[src/rtl/mfcc_pkg.sv]
// Shared types and constants for the MFCC per-frame sequencer.
package mfcc_pkg;

  typedef enum logic [2:0] {
    IDLE,
    WAIT_WIN,
    HAMM,
    WAIT_BANK,
    FFT,
    MOVE,
    DONE,
    ERROR
  } seq_state_t;

  localparam int unsigned NUM_POWER_BANKS = 2;

endpackage

[src/rtl/pingpong_bank_tracker.sv]
// Two-bank ping-pong power buffer bookkeeping: FFT fills banks in order, the mel stage
// releases them in the same order (oldest outstanding first).
module pingpong_bank_tracker
  import mfcc_pkg::*;
(
  input  logic clk,
  input  logic rst_n,
  input  logic clear_i,
  input  logic fill_i,
  input  logic release_i,
  output logic fill_bank_o,
  output logic fill_free_o,
  output logic all_free_o
);

  logic [NUM_POWER_BANKS-1:0] full_q, full_d;
  logic                       wr_ptr_q, wr_ptr_d;
  logic                       rd_ptr_q, rd_ptr_d;
  logic                       rel_ok;

  // A release with nothing outstanding is dropped.
  assign rel_ok = release_i && full_q[rd_ptr_q];

  always_comb begin
    full_d   = full_q;
    wr_ptr_d = wr_ptr_q;
    rd_ptr_d = rd_ptr_q;
    if (rel_ok) begin
      full_d[rd_ptr_q] = 1'b0;
      rd_ptr_d         = ~rd_ptr_q;
    end
    if (fill_i) begin
      full_d[wr_ptr_q] = 1'b1;
      wr_ptr_d         = ~wr_ptr_q;
    end
  end

  always_ff @(posedge clk or negedge rst_n) begin
    if (!rst_n) begin
      full_q   <= '0;
      wr_ptr_q <= 1'b0;
      rd_ptr_q <= 1'b0;
    end else if (clear_i) begin
      full_q   <= '0;
      wr_ptr_q <= 1'b0;
      rd_ptr_q <= 1'b0;
    end else begin
      full_q   <= full_d;
      wr_ptr_q <= wr_ptr_d;
      rd_ptr_q <= rd_ptr_d;
    end
  end

  // A same-cycle release of the fill bank counts as free so the FFT can start a cycle earlier.
  assign fill_free_o = !full_q[wr_ptr_q] || (rel_ok && (rd_ptr_q == wr_ptr_q));
  assign all_free_o  = ~|full_q;
  assign fill_bank_o = wr_ptr_q;

endmodule

[src/rtl/mfcc_frame_sequencer.sv]
// Per-frame controller for the MFCC front end: sequences window/Hamming/FFT/mel stages,
// owns the ping-pong power buffer, counts frames and guards every wait with a watchdog.
module mfcc_frame_sequencer
  import mfcc_pkg::*;
#(
  parameter int unsigned FRAME_CNT_WIDTH = 16,
  parameter int unsigned TIMEOUT_CYCLES  = 4096,
  parameter int unsigned TMO_WIDTH       = $clog2(TIMEOUT_CYCLES + 1)
) (
  input  logic                       clk,
  input  logic                       rst_n,
  input  logic                       enable_i,
  input  logic [FRAME_CNT_WIDTH-1:0] num_frames_i,
  input  logic                       window_ready_i,
  output logic                       start_move_o,
  output logic                       hamming_start_o,
  input  logic                       hamming_done_i,
  output logic                       fft_start_o,
  input  logic                       fft_done_i,
  output logic                       fft_bank_o,
  output logic                       mel_start_o,
  output logic                       mel_bank_o,
  input  logic                       mel_done_i,
  output logic [FRAME_CNT_WIDTH-1:0] frame_cnt_o,
  output logic                       frame_done_o,
  output logic                       busy_o,
  output logic                       error_o
);

  seq_state_t                 state_q;
  logic                       enable_q;
  logic [FRAME_CNT_WIDTH-1:0] num_frames_q;
  logic [TMO_WIDTH-1:0]       tmo_q;
  logic                       tmo_expired;
  logic                       fill_free;
  logic                       all_free;
  logic                       bank_fill;
  logic                       bank_clear;

  assign tmo_expired = (tmo_q == TMO_WIDTH'(TIMEOUT_CYCLES - 1));
  assign bank_fill   = (state_q == FFT) && fft_done_i;
  assign bank_clear  = (state_q == ERROR) && !enable_i;
  assign busy_o      = (state_q != IDLE);

  pingpong_bank_tracker u_banks (
    .clk         (clk),
    .rst_n       (rst_n),
    .clear_i     (bank_clear),
    .fill_i      (bank_fill),
    .release_i   (mel_done_i),
    .fill_bank_o (fft_bank_o),
    .fill_free_o (fill_free),
    .all_free_o  (all_free)
  );

  always_ff @(posedge clk or negedge rst_n) begin
    if (!rst_n) begin
      state_q         <= IDLE;
      enable_q        <= 1'b0;
      num_frames_q    <= '0;
      tmo_q           <= '0;
      start_move_o    <= 1'b0;
      hamming_start_o <= 1'b0;
      fft_start_o     <= 1'b0;
      mel_start_o     <= 1'b0;
      mel_bank_o      <= 1'b0;
      frame_cnt_o     <= '0;
      frame_done_o    <= 1'b0;
      error_o         <= 1'b0;
    end else begin
      enable_q        <= enable_i;
      start_move_o    <= 1'b0;
      hamming_start_o <= 1'b0;
      fft_start_o     <= 1'b0;
      mel_start_o     <= 1'b0;
      frame_done_o    <= 1'b0;
      // Every transition below resets the watchdog; waiting states just keep counting.
      tmo_q           <= tmo_q + 1'b1;
      unique case (state_q)
        IDLE: begin
          tmo_q <= '0;
          if (enable_i && !enable_q) begin
            num_frames_q <= num_frames_i;
            frame_cnt_o  <= '0;
            error_o      <= 1'b0;
            state_q      <= WAIT_WIN;
          end
        end
        WAIT_WIN: begin
          if (window_ready_i) begin
            hamming_start_o <= 1'b1;
            tmo_q           <= '0;
            state_q         <= HAMM;
          end else if (tmo_expired) begin
            error_o <= 1'b1;
            tmo_q   <= '0;
            state_q <= ERROR;
          end
        end
        HAMM: begin
          if (hamming_done_i) begin
            tmo_q <= '0;
            if (fill_free) begin
              fft_start_o <= 1'b1;
              state_q     <= FFT;
            end else begin
              state_q <= WAIT_BANK;
            end
          end else if (tmo_expired) begin
            error_o <= 1'b1;
            tmo_q   <= '0;
            state_q <= ERROR;
          end
        end
        WAIT_BANK: begin
          if (fill_free) begin
            fft_start_o <= 1'b1;
            tmo_q       <= '0;
            state_q     <= FFT;
          end else if (tmo_expired) begin
            error_o <= 1'b1;
            tmo_q   <= '0;
            state_q <= ERROR;
          end
        end
        FFT: begin
          if (fft_done_i) begin
            mel_start_o  <= 1'b1;
            mel_bank_o   <= fft_bank_o;
            frame_done_o <= 1'b1;
            if (frame_cnt_o != '1) frame_cnt_o <= frame_cnt_o + 1'b1;
            tmo_q   <= '0;
            state_q <= MOVE;
          end else if (tmo_expired) begin
            error_o <= 1'b1;
            tmo_q   <= '0;
            state_q <= ERROR;
          end
        end
        MOVE: begin
          start_move_o <= 1'b1;
          tmo_q        <= '0;
          if (((num_frames_q != '0) && (frame_cnt_o == num_frames_q)) || !enable_i) begin
            state_q <= DONE;
          end else begin
            state_q <= WAIT_WIN;
          end
        end
        DONE: begin
          if (all_free) begin
            tmo_q   <= '0;
            state_q <= IDLE;
          end else if (tmo_expired) begin
            error_o <= 1'b1;
            tmo_q   <= '0;
            state_q <= ERROR;
          end
        end
        ERROR: begin
          tmo_q <= '0;
          if (!enable_i) state_q <= IDLE;
        end
        default: begin
          tmo_q   <= '0;
          state_q <= IDLE;
        end
      endcase
    end
  end

endmodule

[config.mk]
export PLATFORM = sky130hd
export DESIGN_NAME = mfcc_frame_sequencer
export DESIGN_NICKNAME = d
export VERILOG_FILES = /design/src/rtl/mfcc_pkg.sv /design/src/rtl/pingpong_bank_tracker.sv /design/src/rtl/mfcc_frame_sequencer.sv
export SDC_FILE = /design/constraint.sdc
export NUM_CORES = 1
export LEC_CHECK = 0
export CAP_MARGIN = 5
export CORE_AREA = 2 2 77 79
export DETAILED_ROUTE_END_ITERATION = 7
export DIE_AREA = 0 0 79 81
export PLACE_DENSITY = 0.83
export SYNTH_ARGS = -nofsm -noshare
export SYNTH_HDL_FRONTEND = slang
export SYNTH_SLANG_ARGS = --single-unit
[constraint.sdc]
create_clock -name clk -period 5.5 [get_ports clk]
set_input_delay 0.825 -clock clk [delete_from_list [all_inputs] [get_ports clk]]
set_output_delay 0.825 -clock clk [all_outputs]
set_load 0.03 [all_outputs]
==> flow_summary.json, run 1 <==
{
  "critical_path_buf_inv_count": 2,
  "max_slew_margin_pct": 50.9,
  "grt_util_met1_pct": 34.8,
  "worstPathRequired_ns": 4.68,
  "grt.met3_usage_pct": 5.22,
  "ys_ff_latch": 59,
  "routed_wl_um": 7200,
  "wl_per_cell_um": 15.5,
  "overflow": 0,
  "gp_congestion": 0.868,
  "reg2reg_from": "state_q[2]$_DFFE_PN0P_",
  "worst_r2r_endpoint": "frame_cnt_o[0]$_DFFE_PN0P_",
  "area_growth_pct": 21.2,
  "slowest_stage": "dfrtp_1",
  "yosysMostFrequentCell": "nand2_1",
  "grt_max_degree": 60,
  "totalPowerFinal_mw": 1.55,
  "drtPass1Iterations": 5,
  "switching_power_mw": 0.627,
  "synth_edf_count": 0,
  "outcome": "complete, no violations",
  "finish.utilization_pct": 67.1,
  "die_y_um": 81,
  "clock-sinks": 59,
  "ys.flop_type": "dfrtp_1",
  "fin_setup_tns_ns": 0,
  "synth_area_leaders": "dfrtp_1 (47%), nand2_1 (8.0%), xnor2_1 (5.3%), xor2_1 (3.9%), nor2_1 (3.6%)",
  "hp-class": "reg2reg",
  "numCtsBuffers": 9,
  "detail-route-antenna-nets": 0,
  "place_area_sq_um": 3650,
  "cts_buffer_depth": 2,
  "cts_tree": "yes",
  "worst_clock_skew_ns": 0.00787,
  "top_usage_layer": "met2",
  "post_cts_buffers": 0,
  "grt_pass1_wl_um": 12000,
  "setup_viol": 0,
  "path_delay_family": "buffers and inverters",
  "crit_end": "busy_o",
  "pwr-share-seq_pct": 43.0,
  "syn_inst": 339,
  "worst_pin_slew_ns": 0.732,
  "p_leak_nw": 1.65,
  "slew_violations": 0,
  "startpoint": "state_q[2]$_DFFE_PN0P_",
  "num_vias": 2703,
  "start_util_pct": 55.4,
  "rsz0062_at_grt": "false",
  "port_buffers": 47,
  "cts_resized": 0,
  "cp-end-kind": "primary output",
  "drive_gt1_share_pct": 7.18,
  "cts-root-buf": "clkbuf_8",
  "grt_pass1_vias": 2491,
  "cap_violations": 0,
  "final_cell_area_sq_um": 3810,
  "hpwlAfterDp_um": 4990,
  "r2r_cells": 4,
  "crit_path_max_incr_delay_ns": 0.67,
  "peakVddDrop_mv": 0.240,
  "switching_share_pct": 40.4,
  "power_density_nw_per_um2": 407,
  "viasPerCell": 5.81,
  "fp-row-count": 28,
  "ff2ff_setup_slack_ns": 3.23,
  "nets": 410,
  "cellInternalPower_mw": 0.924,
  "coreArea_sq_um": 5680,
  "synth_top_area_share_pct": 47.0,
  "dieArea_sq_um": 6400,
  "crit_chain": "inv_1 -> nand2_1 -> clkdlybuf4s50_1",
  "synth.avg_cell_area_sq_um": 9.27,
  "whs_ns": 0.496,
  "p_clk_share_pct": 21.1,
  "worst-path-max-fanout": 17,
  "track_usage_pct": 24.3,
  "synthArstFlopShare_pct": 100,
  "antenna_cells": 0,
  "drc": 0,
  "crit_arrival_ns": 2.06,
  "critical_path_class": "reg2out",
  "path_clk_slew_ns": 0.06,
  "syn-num-nets": 364,
  "drt_iter0_drc": 319,
  "timing.final.crit_share_pct": 52.4,
  "critPathLaunchType": "flop",
  "ys_seq_area_share_pct": 47.0,
  "die_w_um": 79,
  "clk_latency_ns": 0.33,
  "p_comb_share_pct": 35.8,
  "syn-cell-area_sq_um": 3140,
  "hold_violations": 0,
  "layout_min_cycle_time_ns": 2.88,
  "ys_types": 57,
  "fmax_ghz": 0.347,
  "antenna_found_initial": 0,
  "synth_area_leader_cell": "dfrtp_1",
  "yosysWarnings": 0,
  "netlist_top_cells_count": "nand2_1 (67), dfrtp_1 (59), nor2_1 (30)",
  "ios": 48,
  "grt.met2_usage_pct": 36.2,
  "path_depth": 3,
  "htree_levels": 3,
  "hold_buffers": 0
}
[metrics by stage]
step	worst slack (ns)	cells
floorplan	3.51	339
global route	2.53	465
CTS	2.65	465
global placement	2.73	449
detailed placement	2.65	449
finish	2.62	465
[flip-flops by register name, indices dropped and copies added (netlist names), 2 cells and up]
register	flops
frame_cnt_o	16
num_frames_q	16
tmo_q	13
state_q	3
u_banks.full_q	2
[cell families (layout without fill, tap and decap cells)]
family,Yosys count,after routing,synth area share [%]
compound gates,43,43,10.6
xor+xnor,33,33,9.20
fa+ha+maj,2,2,0.796
buf+inv,22,73,2.95
flops,59,59,47.0
mux,4,4,1.35
simple gates,176,176,28.1
[worst min-delay path by stage]
stage                   startpoint  cells after the start                   to  slack, ns
2_1_floorplan   tmo_q[0]$_DFF_PN0_                      1   tmo_q[0]$_DFF_PN0_       0.45
5_1_grt         tmo_q[0]$_DFF_PN0_                      1   tmo_q[0]$_DFF_PN0_       0.52
6_report       error_o$_DFFE_PN0P_                      1  error_o$_DFFE_PN0P_       0.50
3_5_place_dp   error_o$_DFFE_PN0P_                      1  error_o$_DFFE_PN0P_       0.48
3_3_place_gp    tmo_q[0]$_DFF_PN0_                      1   tmo_q[0]$_DFF_PN0_       0.47
4_1_cts         tmo_q[0]$_DFF_PN0_                      1   tmo_q[0]$_DFF_PN0_       0.50
[layout make-up]
| type | instances | area, sq um |
|---|---|---|
| Tap cell | 75 | 93.8 |
| Inverter | 8 | 30.0 |
| Sequential cell | 59 | 1480 |
| Clock inverter | 3 | 15.0 |
| Clock buffer | 13 | 139 |
| Timing Repair Buffer | 49 | 480 |
| Fill cell | 465 | 1870 |
| Multi-Input combinational cell | 258 | 1570 |
[routing by layer]
layer  part of all wire (%)  wire length [um]
met5                      0                 0
met4                    2.4               174
met3                    7.2               516
met2                     46              3290
met1                     45              3220
[power by group through the flow]
stage	Clock [mW]	Sequential, mW	Combinational, mW
3_3_place_gp	0	0.662	0.532
6_report	0.328	0.667	0.556
4_1_cts	0.331	0.662	0.553
2_1_floorplan	0	0.645	0.400
3_5_place_dp	0	0.670	0.549
5_1_grt	0.354	0.683	0.611
[cell usage in the layout, fill, tap and decap left out, drive strengths merged, types with 6 or more instances in the layout]
| cell | count |
|---|---|
| a21oi | 10 |
| and2 | 6 |
| clkbuf | 13 |
| clkdlybuf4s50 | 46 |
| dfrtp | 59 |
| inv | 8 |
| nand2 | 67 |
| nand2b | 8 |
| nand3 | 14 |
| nand4 | 8 |
| nor2 | 31 |
| nor4 | 9 |
| o21ai | 6 |
| xnor2 | 19 |
| xor2 | 14 |
Power figures use the tool's default switching activity.
==> run 2: changes to the inputs <==
Settings changed: CORE_AREA 2 2 77 79 to 2 2 80 82, DIE_AREA 0 0 79 81 to 0 0 82 84, PLACE_DENSITY 0.83 to 0.78.
Clock period 5.5 ns to 2.7 ns, I/O delays scaled along.
==> run 2 against run 1 <==
  * Worst hold slack lost 0.29 ns
  * Die area grew 7.6%
  * Combinational power grew 100%
  * Total power grew 110%
  * First-iteration DRC count shrank 36%
  * Flip-flop and latch count is the same
  * Final area grew 0.95%
  * Sequential share of layout area shrank 0.37 points
  * Sequential power grew 100%
  * Via count shrank 3.1%
  * Highest routed layer unchanged
==> flow_summary.json, run 2 (synthesis gave the netlist of run 1 again) <==
{
  "drc": 0,
  "drt_iter0_drc": 205,
  "worst_pin_slew_ns": 0.911,
  "die_w_um": 82,
  "antenna_found_initial": 0,
  "nets": 412,
  "cts-root-buf": "clkbuf_8",
  "post_cts_buffers": 0,
  "cap_violations": 0,
  "dp_cells": 453,
  "ios": 48,
  "start_util_pct": 51.5,
  "final_cells": 469,
  "drtPass1Iterations": 4,
  "clock-sinks": 59,
  "coreArea_sq_um": 6100,
  "numCtsBuffers": 9,
  "cp-end-kind": "primary output",
  "p_leak_nw": 1.66,
  "slew_violations": 0,
  "clk_latency_ns": 0.33,
  "hold_violations": 0,
  "power_density_nw_per_um2": 830,
  "outcome": "complete, no violations",
  "top_layer_used": "met4",
  "hpwlAfterDp_um": 5030,
  "reg_top3": "frame_cnt_o: 16 flops, num_frames_q: 16 flops, tmo_q: 13 flops",
  "antenna_cells": 0,
  "layout_min_cycle_time_ns": 2.43,
  "fmax_ghz": 0.412,
  "fin_setup_tns_ns": 0,
  "hp-class": "in2async",
  "dieArea_sq_um": 6890,
  "timing.final.crit_share_pct": 89.9,
  "die_y_um": 84,
  "met1_length_um": 3240,
  "worst-path-max-fanout": 17,
  "setup_viol": 0,
  "gp_congestion": 0.936,
  "rsz0062_at_grt": "false",
  "worst_clock_skew_ns": 0.0115,
  "grt_max_degree": 44,
  "wl_per_cell_um": 14.9,
  "crit_arrival_ns": 2.02,
  "overflow": 0,
  "final_cell_mix": "nand2_1 (67), dfrtp_1 (59), clkdlybuf4s50_1 (46)",
  "routed_wl_um": 7000,
  "setup_slack_ns": 0.273,
  "detail-route-antenna-nets": 0,
  "final_cell_area_sq_um": 3840,
  "viasPerCell": 5.59,
  "place_ws_ns": 0.246,
  "path_clk_slew_ns": 0.07,
  "area_growth_pct": 22.3,
  "drive_gt1_share_pct": 7.91,
  "num_vias": 2620,
  "place_area_sq_um": 3670,
  "peakVddDrop_mv": 0.511,
  "cts_tree": "yes",
  "cts_resized": 0,
  "mostFrequentLayoutCell": "nand2_1",
  "critPathLaunchType": "flop",
  "finish.utilization_pct": 63.1,
  "cts_buffer_depth": 2,
  "fp-row-count": 29,
  "wl_met2_um": 3360,
  "hold_buffers": 0,
  "max_slew_margin_pct": 39.2,
  "grt_pass1_wl_um": 11700,
  "critical_path_class": "reg2out",
  "htree_levels": 3,
  "grt_pass1_vias": 2460,
  "whs_ns": 0.207,
  "worstPathRequired_ns": 2.30,
  "port_buffers": 47,
  "met3WireLength_um": 281,
  "track_usage_pct": 22.2,
  "totalPowerFinal_mw": 3.19
}
[run 2: cell count changes in the layout (fill, tap and decap cells not counted)]
cell / delta
buf_4: +2
clkbuf_1: -1
clkinv_2: -1
clkbuf_8: +2
[run 2: where the power goes]
group / switching [mW] / internal [mW] / total [mW]
clock network: 0.341 / 0.382 / 0.722
registers: 0.269 / 1.08 / 1.35
logic: 0.645 / 0.473 / 1.12
[run 2: final timing paths]
kind	slack, ns	startpoint	depth (start not counted)	to
setup / recovery	0.27	state_q[2]$_DFFE_PN0P_	3	busy_o
hold / removal	0.21	rst_n	1	num_frames_q[8]$_DFFE_PN0P_
setup reg to reg	0.48	state_q[2]$_DFFE_PN0P_	4	frame_cnt_o[0]$_DFFE_PN0P_
hold reg to reg	0.50	tmo_q[0]$_DFF_PN0_	1	tmo_q[0]$_DFF_PN0_
max in group asynchronous	1.77	rst_n	2	start_move_o$_DFF_PN0_
min in group clk	0.50	tmo_q[0]$_DFF_PN0_	1	tmo_q[0]$_DFF_PN0_
[run 2: area by class of cell]
type	count	area, sq um
sequential	59	1480
clock inverter	2	10.0
multi-input combinational	258	1570
tap	77	96.3
timing repair buffer	51	495
inverter	8	30.0
fill	531	2250
clock buffer	14	163
[run 2: worst max-delay path: stages, from the launching register on]
cell             delay, ns
dfrtp_1               0.66
inv_1                 0.21
nand2_1               0.14
clkdlybuf4s50_1       0.67
[run 2: per-layer routing]
layer	global-route usage, %	up-vias
met3	3.14	13
met4	8.94	0
met5	0	-
met1	31.8	1259
met2	33.6	68
li1	-	1280
